[src/rtl/led_blink_monitor_if.sv]
// Status and control bundle between a blink monitor and its host.
// The host drives led_in/clear; the monitor returns measured status.
interface led_blink_monitor_if #(
    parameter int unsigned CNT_W   = 32,
    parameter int unsigned BLINK_W = 16
);
    logic               led_in;
    logic               clear;
    logic [BLINK_W-1:0] blink_count;
    logic [CNT_W-1:0]   last_period;
    logic               period_valid;
    logic               locked;
    logic               error;
    logic               timeout;

    modport master (
        output led_in,
        output clear,
        input  blink_count,
        input  last_period,
        input  period_valid,
        input  locked,
        input  error,
        input  timeout
    );

    modport slave (
        input  led_in,
        input  clear,
        output blink_count,
        output last_period,
        output period_valid,
        output locked,
        output error,
        output timeout
    );
endinterface

[src/rtl/led_blink_monitor.sv]
// Measures half-periods of an asynchronous blink input, counts rising edges,
// and reports lock, sticky error and stall timeout against an expected period.
module led_blink_monitor #(
    parameter int unsigned PERIOD     = 4975,
    parameter int unsigned TOLERANCE  = 2,
    parameter int unsigned LOCK_COUNT = 4,
    parameter int unsigned CNT_W      = 32,
    parameter int unsigned BLINK_W    = 16
) (
    input  logic                  clk,
    input  logic                  reset,
    led_blink_monitor_if.slave    bus
);

    localparam int unsigned GOOD_W = $clog2(LOCK_COUNT + 1);

    localparam logic [CNT_W-1:0]   PERIOD_C    = CNT_W'(PERIOD);
    localparam logic [CNT_W-1:0]   TOL_C       = CNT_W'(TOLERANCE);
    localparam logic [CNT_W-1:0]   TIMEOUT_C   = CNT_W'(2 * PERIOD);
    localparam logic [GOOD_W-1:0]  GOOD_MAX    = GOOD_W'(LOCK_COUNT);
    localparam logic [BLINK_W-1:0] BLINK_MAX   = {BLINK_W{1'b1}};

    localparam logic [0:0] IDLE    = 1'b0;
    localparam logic [0:0] MEASURE = 1'b1;

    logic               sync1_q;
    logic               sync2_q;
    logic               delayed_q;
    logic               toggle_c;
    logic               rise_c;

    logic [0:0]         state_q,  state_d;
    logic [CNT_W-1:0]   cnt_q,    cnt_d;
    logic [GOOD_W-1:0]  good_q,   good_d;
    logic [BLINK_W-1:0] blink_q,  blink_d;
    logic [CNT_W-1:0]   period_q, period_d;
    logic               valid_q,  valid_d;
    logic               locked_q, locked_d;
    logic               error_q,  error_d;
    logic               timeout_q, timeout_d;

    logic [CNT_W-1:0]   elapsed;
    logic [CNT_W-1:0]   deviation;
    logic               in_tol;

    // Two-flop synchronizer plus one delay stage for edge detection
    always_ff @(posedge clk or negedge reset) begin
        if (!reset) begin
            sync1_q   <= 1'b0;
            sync2_q   <= 1'b0;
            delayed_q <= 1'b0;
        end else begin
            sync1_q   <= bus.led_in;
            sync2_q   <= sync1_q;
            delayed_q <= sync2_q;
        end
    end

    assign toggle_c = sync2_q ^ delayed_q;
    assign rise_c   = sync2_q & ~delayed_q;

    // cnt_q holds clocks since the last toggle minus one, so elapsed is the interval
    always_comb begin
        elapsed   = cnt_q + CNT_W'(1);
        deviation = (elapsed >= PERIOD_C) ? (elapsed - PERIOD_C) : (PERIOD_C - elapsed);
        in_tol    = (deviation <= TOL_C);
    end

    // Next-state and next-output logic
    always_comb begin
        state_d   = state_q;
        cnt_d     = cnt_q;
        good_d    = good_q;
        blink_d   = blink_q;
        period_d  = period_q;
        valid_d   = 1'b0;
        locked_d  = locked_q;
        error_d   = error_q;
        timeout_d = timeout_q;

        if (bus.clear) begin
            state_d   = IDLE;
            cnt_d     = '0;
            good_d    = '0;
            blink_d   = '0;
            period_d  = '0;
            locked_d  = 1'b0;
            error_d   = 1'b0;
            timeout_d = 1'b0;
        end else begin
            if (rise_c && (blink_q != BLINK_MAX)) begin
                blink_d = blink_q + BLINK_W'(1);
            end

            case (state_q)
                IDLE: begin
                    if (toggle_c) begin
                        state_d   = MEASURE;
                        cnt_d     = '0;
                        timeout_d = 1'b0;
                    end
                end
                MEASURE: begin
                    if (toggle_c) begin
                        cnt_d    = '0;
                        period_d = elapsed;
                        valid_d  = 1'b1;
                        if (in_tol) begin
                            good_d   = (good_q < GOOD_MAX) ? (good_q + GOOD_W'(1)) : good_q;
                            locked_d = (good_d == GOOD_MAX);
                        end else begin
                            good_d   = '0;
                            locked_d = 1'b0;
                            error_d  = 1'b1;
                        end
                    end else if (elapsed == TIMEOUT_C) begin
                        // Stall: drop the reference; the next toggle re-arms
                        state_d   = IDLE;
                        cnt_d     = '0;
                        good_d    = '0;
                        locked_d  = 1'b0;
                        timeout_d = 1'b1;
                    end else begin
                        cnt_d = elapsed;
                    end
                end
                default: begin
                    state_d = IDLE;
                    cnt_d   = '0;
                end
            endcase
        end
    end

    // State and output registers
    always_ff @(posedge clk or negedge reset) begin
        if (!reset) begin
            state_q   <= IDLE;
            cnt_q     <= '0;
            good_q    <= '0;
            blink_q   <= '0;
            period_q  <= '0;
            valid_q   <= 1'b0;
            locked_q  <= 1'b0;
            error_q   <= 1'b0;
            timeout_q <= 1'b0;
        end else begin
            state_q   <= state_d;
            cnt_q     <= cnt_d;
            good_q    <= good_d;
            blink_q   <= blink_d;
            period_q  <= period_d;
            valid_q   <= valid_d;
            locked_q  <= locked_d;
            error_q   <= error_d;
            timeout_q <= timeout_d;
        end
    end

    assign bus.blink_count  = blink_q;
    assign bus.last_period  = period_q;
    assign bus.period_valid = valid_q;
    assign bus.locked       = locked_q;
    assign bus.error        = error_q;
    assign bus.timeout      = timeout_q;

endmodule

[src/flat_wrapper.sv]
// flat-port wrapper written by rule: the top's interface ports become plain ports
module led_blink_monitor_flat 
#(
    parameter int unsigned PERIOD     = 4975,
    parameter int unsigned TOLERANCE  = 2,
    parameter int unsigned LOCK_COUNT = 4,
    parameter int unsigned CNT_W      = 32,
    parameter int unsigned BLINK_W    = 16
)
  (clk, reset, bus_led_in, bus_clear, bus_blink_count, bus_last_period, bus_period_valid, bus_locked, bus_error, bus_timeout);
  led_blink_monitor_if #(.CNT_W(CNT_W), .BLINK_W(BLINK_W)) bus_i ();
  input  logic clk;
  input  logic reset;
  input wire logic [$bits(bus_i.led_in)-1:0] bus_led_in;
  input wire logic [$bits(bus_i.clear)-1:0] bus_clear;
  output wire logic [$bits(bus_i.blink_count)-1:0] bus_blink_count;
  output wire logic [$bits(bus_i.last_period)-1:0] bus_last_period;
  output wire logic [$bits(bus_i.period_valid)-1:0] bus_period_valid;
  output wire logic [$bits(bus_i.locked)-1:0] bus_locked;
  output wire logic [$bits(bus_i.error)-1:0] bus_error;
  output wire logic [$bits(bus_i.timeout)-1:0] bus_timeout;
  assign bus_i.led_in = bus_led_in;
  assign bus_i.clear = bus_clear;
  assign bus_blink_count = bus_i.blink_count;
  assign bus_last_period = bus_i.last_period;
  assign bus_period_valid = bus_i.period_valid;
  assign bus_locked = bus_i.locked;
  assign bus_error = bus_i.error;
  assign bus_timeout = bus_i.timeout;
  led_blink_monitor #(.PERIOD(PERIOD), .TOLERANCE(TOLERANCE), .LOCK_COUNT(LOCK_COUNT), .CNT_W(CNT_W), .BLINK_W(BLINK_W)) u_core (.clk(clk), .reset(reset), .bus(bus_i));
endmodule
[config.mk]
export PLATFORM = sky130hd
export DESIGN_NAME = led_blink_monitor_flat
export DESIGN_NICKNAME = d
export VERILOG_FILES = /design/src/rtl/led_blink_monitor_if.sv /design/src/rtl/led_blink_monitor.sv /design/src/flat_wrapper.sv
export SDC_FILE = /design/constraint.sdc
export NUM_CORES = 1
export LEC_CHECK = 0
export ABC_AREA = 1
export BUFFER_PORTS_ARGS = -buffer_cell sky130_fd_sc_hd__buf_2
export CORE_ASPECT_RATIO = 0.75
export CORE_UTILIZATION = 30
export DETAILED_ROUTE_END_ITERATION = 10
export GPL_TIMING_DRIVEN = 0
export HOLD_SLACK_MARGIN = 0.1
export SETUP_SLACK_MARGIN = 0.15
export SLEW_MARGIN = 5
export SYNTH_ARGS = -nofsm -noshare
export SYNTH_HDL_FRONTEND = slang
export SYNTH_SLANG_ARGS = --single-unit
[constraint.sdc]
create_clock -name clk -period 3.75 [get_ports clk]
set_clock_uncertainty 0.2 [all_clocks]
set_input_delay 0.375 -clock clk [delete_from_list [all_inputs] [get_ports clk]]
set_output_delay 0.375 -clock clk [all_outputs]
set_load 0.005 [all_outputs]
==> summary.txt <==
Rel. slew slack -> 48.4%
I/O pin count -> 56
Total Routing Usage GR -> 20.8%
Vias -> 7749
Area Overhead vs Synth -> 30.0%
RSZ-0062 raised after global routing -> true
Number of synthesized flops with an enable pin -> 0
Startpoint class of the critical path -> flop
Initial antenna violation count -> 0
Synth async-reset ratio -> 100%
Worst R2R Setup Slack -> 0.10 ns
Peak supply drop -> 0.172 mV
Final Power -> 2.11 mW
First-pass GRT wire length -> 37.9 mm
Core area -> 22200 um^2
Tcrit/Tclk final -> 97.3%
# setup viols final -> 0
Critical Path Fanout Max -> 10
Inst Count DP -> 1411
Synth Flop Type -> dfrtp_1
WL final -> 24.6 mm
Root Driver -> clkbuf_16
Cell leakage power -> 4.34 nW
Hold Path Stages -> 0
Routed WL per cell -> 16.5 um
FF-to-FF path depth -> 22
CP Capture Type -> flop
Slew @ Worst Pin -> 0.771 ns
IO buf count -> 55
Clk slew on worst S/H paths -> 0.06 ns
Drt pass-1 iters -> 6
Grt ovf -> 0
Clk_lat worst skew -> 0.36 ns
Largest net degree at the start of global routing -> 53
Cell taking the most area after synthesis -> dfrtp_1
Crit path required time -> 3.84 ns
ANT cells -> 0
GP Congestion -> 0.936
NumNets Final -> 1208
Non-filler cells, final -> 1491
Yosys top cell area share -> 33.3%
# DRC -> 0
Hold Path Origin -> u_core.sync1_q
Starting density of the core -> 30.7%
Syn. warnings -> 0
Max-cap violations -> 0
Fmax -> 0.274 GHz
Die area -> 23400 um^2
Std-Cell Rows -> 47
Hold WC Path Type -> flop to flop
List of most frequent post-synthesis cells -> 342 x nand2_1, 132 x nand3_1, 122 x nor2_1
TritonCTS Sinks -> 91
Worst min-delay path endpoint -> u_core.sync2_q
Via density -> 5.20
WS Path Type -> flop to flop
Layout cells sized above 1 -> 22.7%
Worst r2r dst -> u_core.bus.locked
TritonCTS clock tree -> built
Cells after Synth -> 1061
Final HPWL DP -> 18.0 mm
Pins Over Slew Limit -> 0
Syn avg cell area -> 6.44 um^2
Sequential fraction of the synthesis area -> 33.3%
First DRT Iteration DRCs -> 883
Most common cell in the netlist -> nand2_1
Vias in the first global route -> 6937
Status -> complete, no violations
Die Ht -> 133 um
Reg-to-Reg Start -> u_core.cnt_q[1]
PD cells -> 238 nW/um^2
Fin crit period -> 3.65 ns
Post-synth cell types -> 36
H-Tree Level Count -> 3
WP data arrival -> 3.74 ns
Syn Nets -> 1077
Post-DRT Antenna Nets -> 0
Clock buffer depth -> 2
Dominant cells by area after synthesis -> dfrtp_1 33%, nand2_1 19%, nand3_1 9.7%
Fin. Hold Viols -> 0
CTS Buf Count -> 9
Syn Std Cell Area -> 6840 um^2
Synthesized flop and latch total -> 91
Die Width -> 176 um
-- cells by family (layout without fill, tap and decap cells) --
family	after synthesis	count (layout)	share of synthesized area [%]
simple gates	683	683	44.1
buf+inv	140	276	8.27
compound gates	116	116	9.61
flops	91	91	33.3
xor+xnor	18	18	2.31
fa+ha+maj	12	12	2.20
mux	1	1	0.165
-- report_power, final --
part | internal [mW] | switching (mW) | total [mW]
combinational | 0.0324 | 0.0985 | 0.131
sequential | 0.990 | 0.00653 | 0.997
clock | 0.587 | 0.400 | 0.987
total | 1.61 | 0.505 | 2.11
-- through the flow --
step / setup WS (ns) / instance area (um^2) / setup TNS [ns] / hold slack, ns / utilization, %
4_1_cts: 0.153 / 8340 / 0 / 0.155 / 37.5
6_report: 0.100 / 8890 / 0 / 0.150 / 40.0
3_5_place_dp: -0.919 / 7510 / -7.06 / 0.140 / 33.8
2_1_floorplan: 0.229 / 6840 / 0 / -0.121 / -
5_1_grt: -0.0188 / 8890 / -0.0233 / 0.167 / 40.0
3_3_place_gp: -0.911 / 7480 / -6.53 / 0.139 / 33.6
-- how the worst max path moves through the flow --
| stage | cells after the start | from | slack (ns) | to |
|---|---|---|---|---|
| 2_1_floorplan | 21 | u_core.cnt_q[0] | 0.23 | u_core.bus.error |
| 6_report | 22 | u_core.cnt_q[1] | 0.10 | u_core.bus.locked |
| 3_3_place_gp | 18 | u_core.cnt_q[0] | -0.91 | u_core.bus.locked |
| 5_1_grt | 20 | u_core.cnt_q[7] | -0.02 | u_core.bus.locked |
| 3_5_place_dp | 20 | u_core.cnt_q[0] | -0.92 | u_core.bus.locked |
| 4_1_cts | 24 | u_core.cnt_q[0] | 0.15 | u_core.bus.error |
-- per-layer routing --
metal  global-route usage, %  routed length, um  vias up
met5                       0                  0        -
met4                    5.02                446        0
met3                    4.80               2450       40
met2                    30.5              10600      336
met1                    30.4              11100     3647
li1                        -                  -     3726
-- critical path, cell delays in order, from the launching register on --
cell and delay, ns:
dfrtp_2 0.42, ha_4 0.16, nand2_4 0.06, nor2_4 0.14, buf_6 0.17, xor2_4 0.24, ha_2 0.22, nand4_1 0.19
nand3_4 0.15, nand2_4 0.07, nor2_4 0.12, nor2_4 0.07, buf_4 0.14, buf_6 0.13, nand4_1 0.14, nand2_1 0.12
nor2_1 0.12, nand3_1 0.11, nor2_2 0.14, nand3_2 0.11, nor2_4 0.15, nand4_1 0.13, nand2_1 0.09
-- layout by cell type (no fill, tap or decap), types with 7 or more instances in the layout --
master,synthesis,final
o21ai_0,54,51
buf_6,4,10
nor2_1,122,104
a21oi_1,17,15
inv_2,5,7
nor2_4,10,26
nand4_1,25,25
buf_2,5,54
nand2_1,342,305
buf_4,1,58
inv_1,108,105
clkbuf_16,0,9
dfrtp_1,91,87
nand2_4,0,14
nor3_1,12,12
nand2_2,14,37
clkbuf_1,16,19
nand3_2,2,9
nor2_2,12,14
nand3_1,132,122
xor2_1,18,15
o22ai_1,29,29
ha_1,12,9
-- flip-flops by register name, summed over array words and instances, names as in the netlist, 3 cells and up --
name / cells
u_core.bus.blink_count: 16
u_core.good_q: 3
u_core.cnt_q: 32
u_core.bus.last_period: 32
-- repair_timing --
action,4_1_cts,5_1_grt
hold buffers,3,0
cloned,1,1
gates resized for setup,52,98
buffers inserted,32,27
pin swaps,23,57
endpoints found under the hold margin,41,0
setup endpoints to repair,15,15
-- area by class of cell --
| class | instances | area, um^2 |
|---|---|---|
| fillers | 2357 | 13300 |
| multi-input cells | 830 | 4480 |
| flip-flops and latches | 91 | 2280 |
| repair buffers | 120 | 830 |
| inverters | 114 | 430 |
| well taps | 294 | 368 |
| clock buffers | 12 | 236 |
| plain buffers | 26 | 189 |
| clock inverters | 4 | 73.8 |
Note: power is estimated with default switching activity, not from simulation.
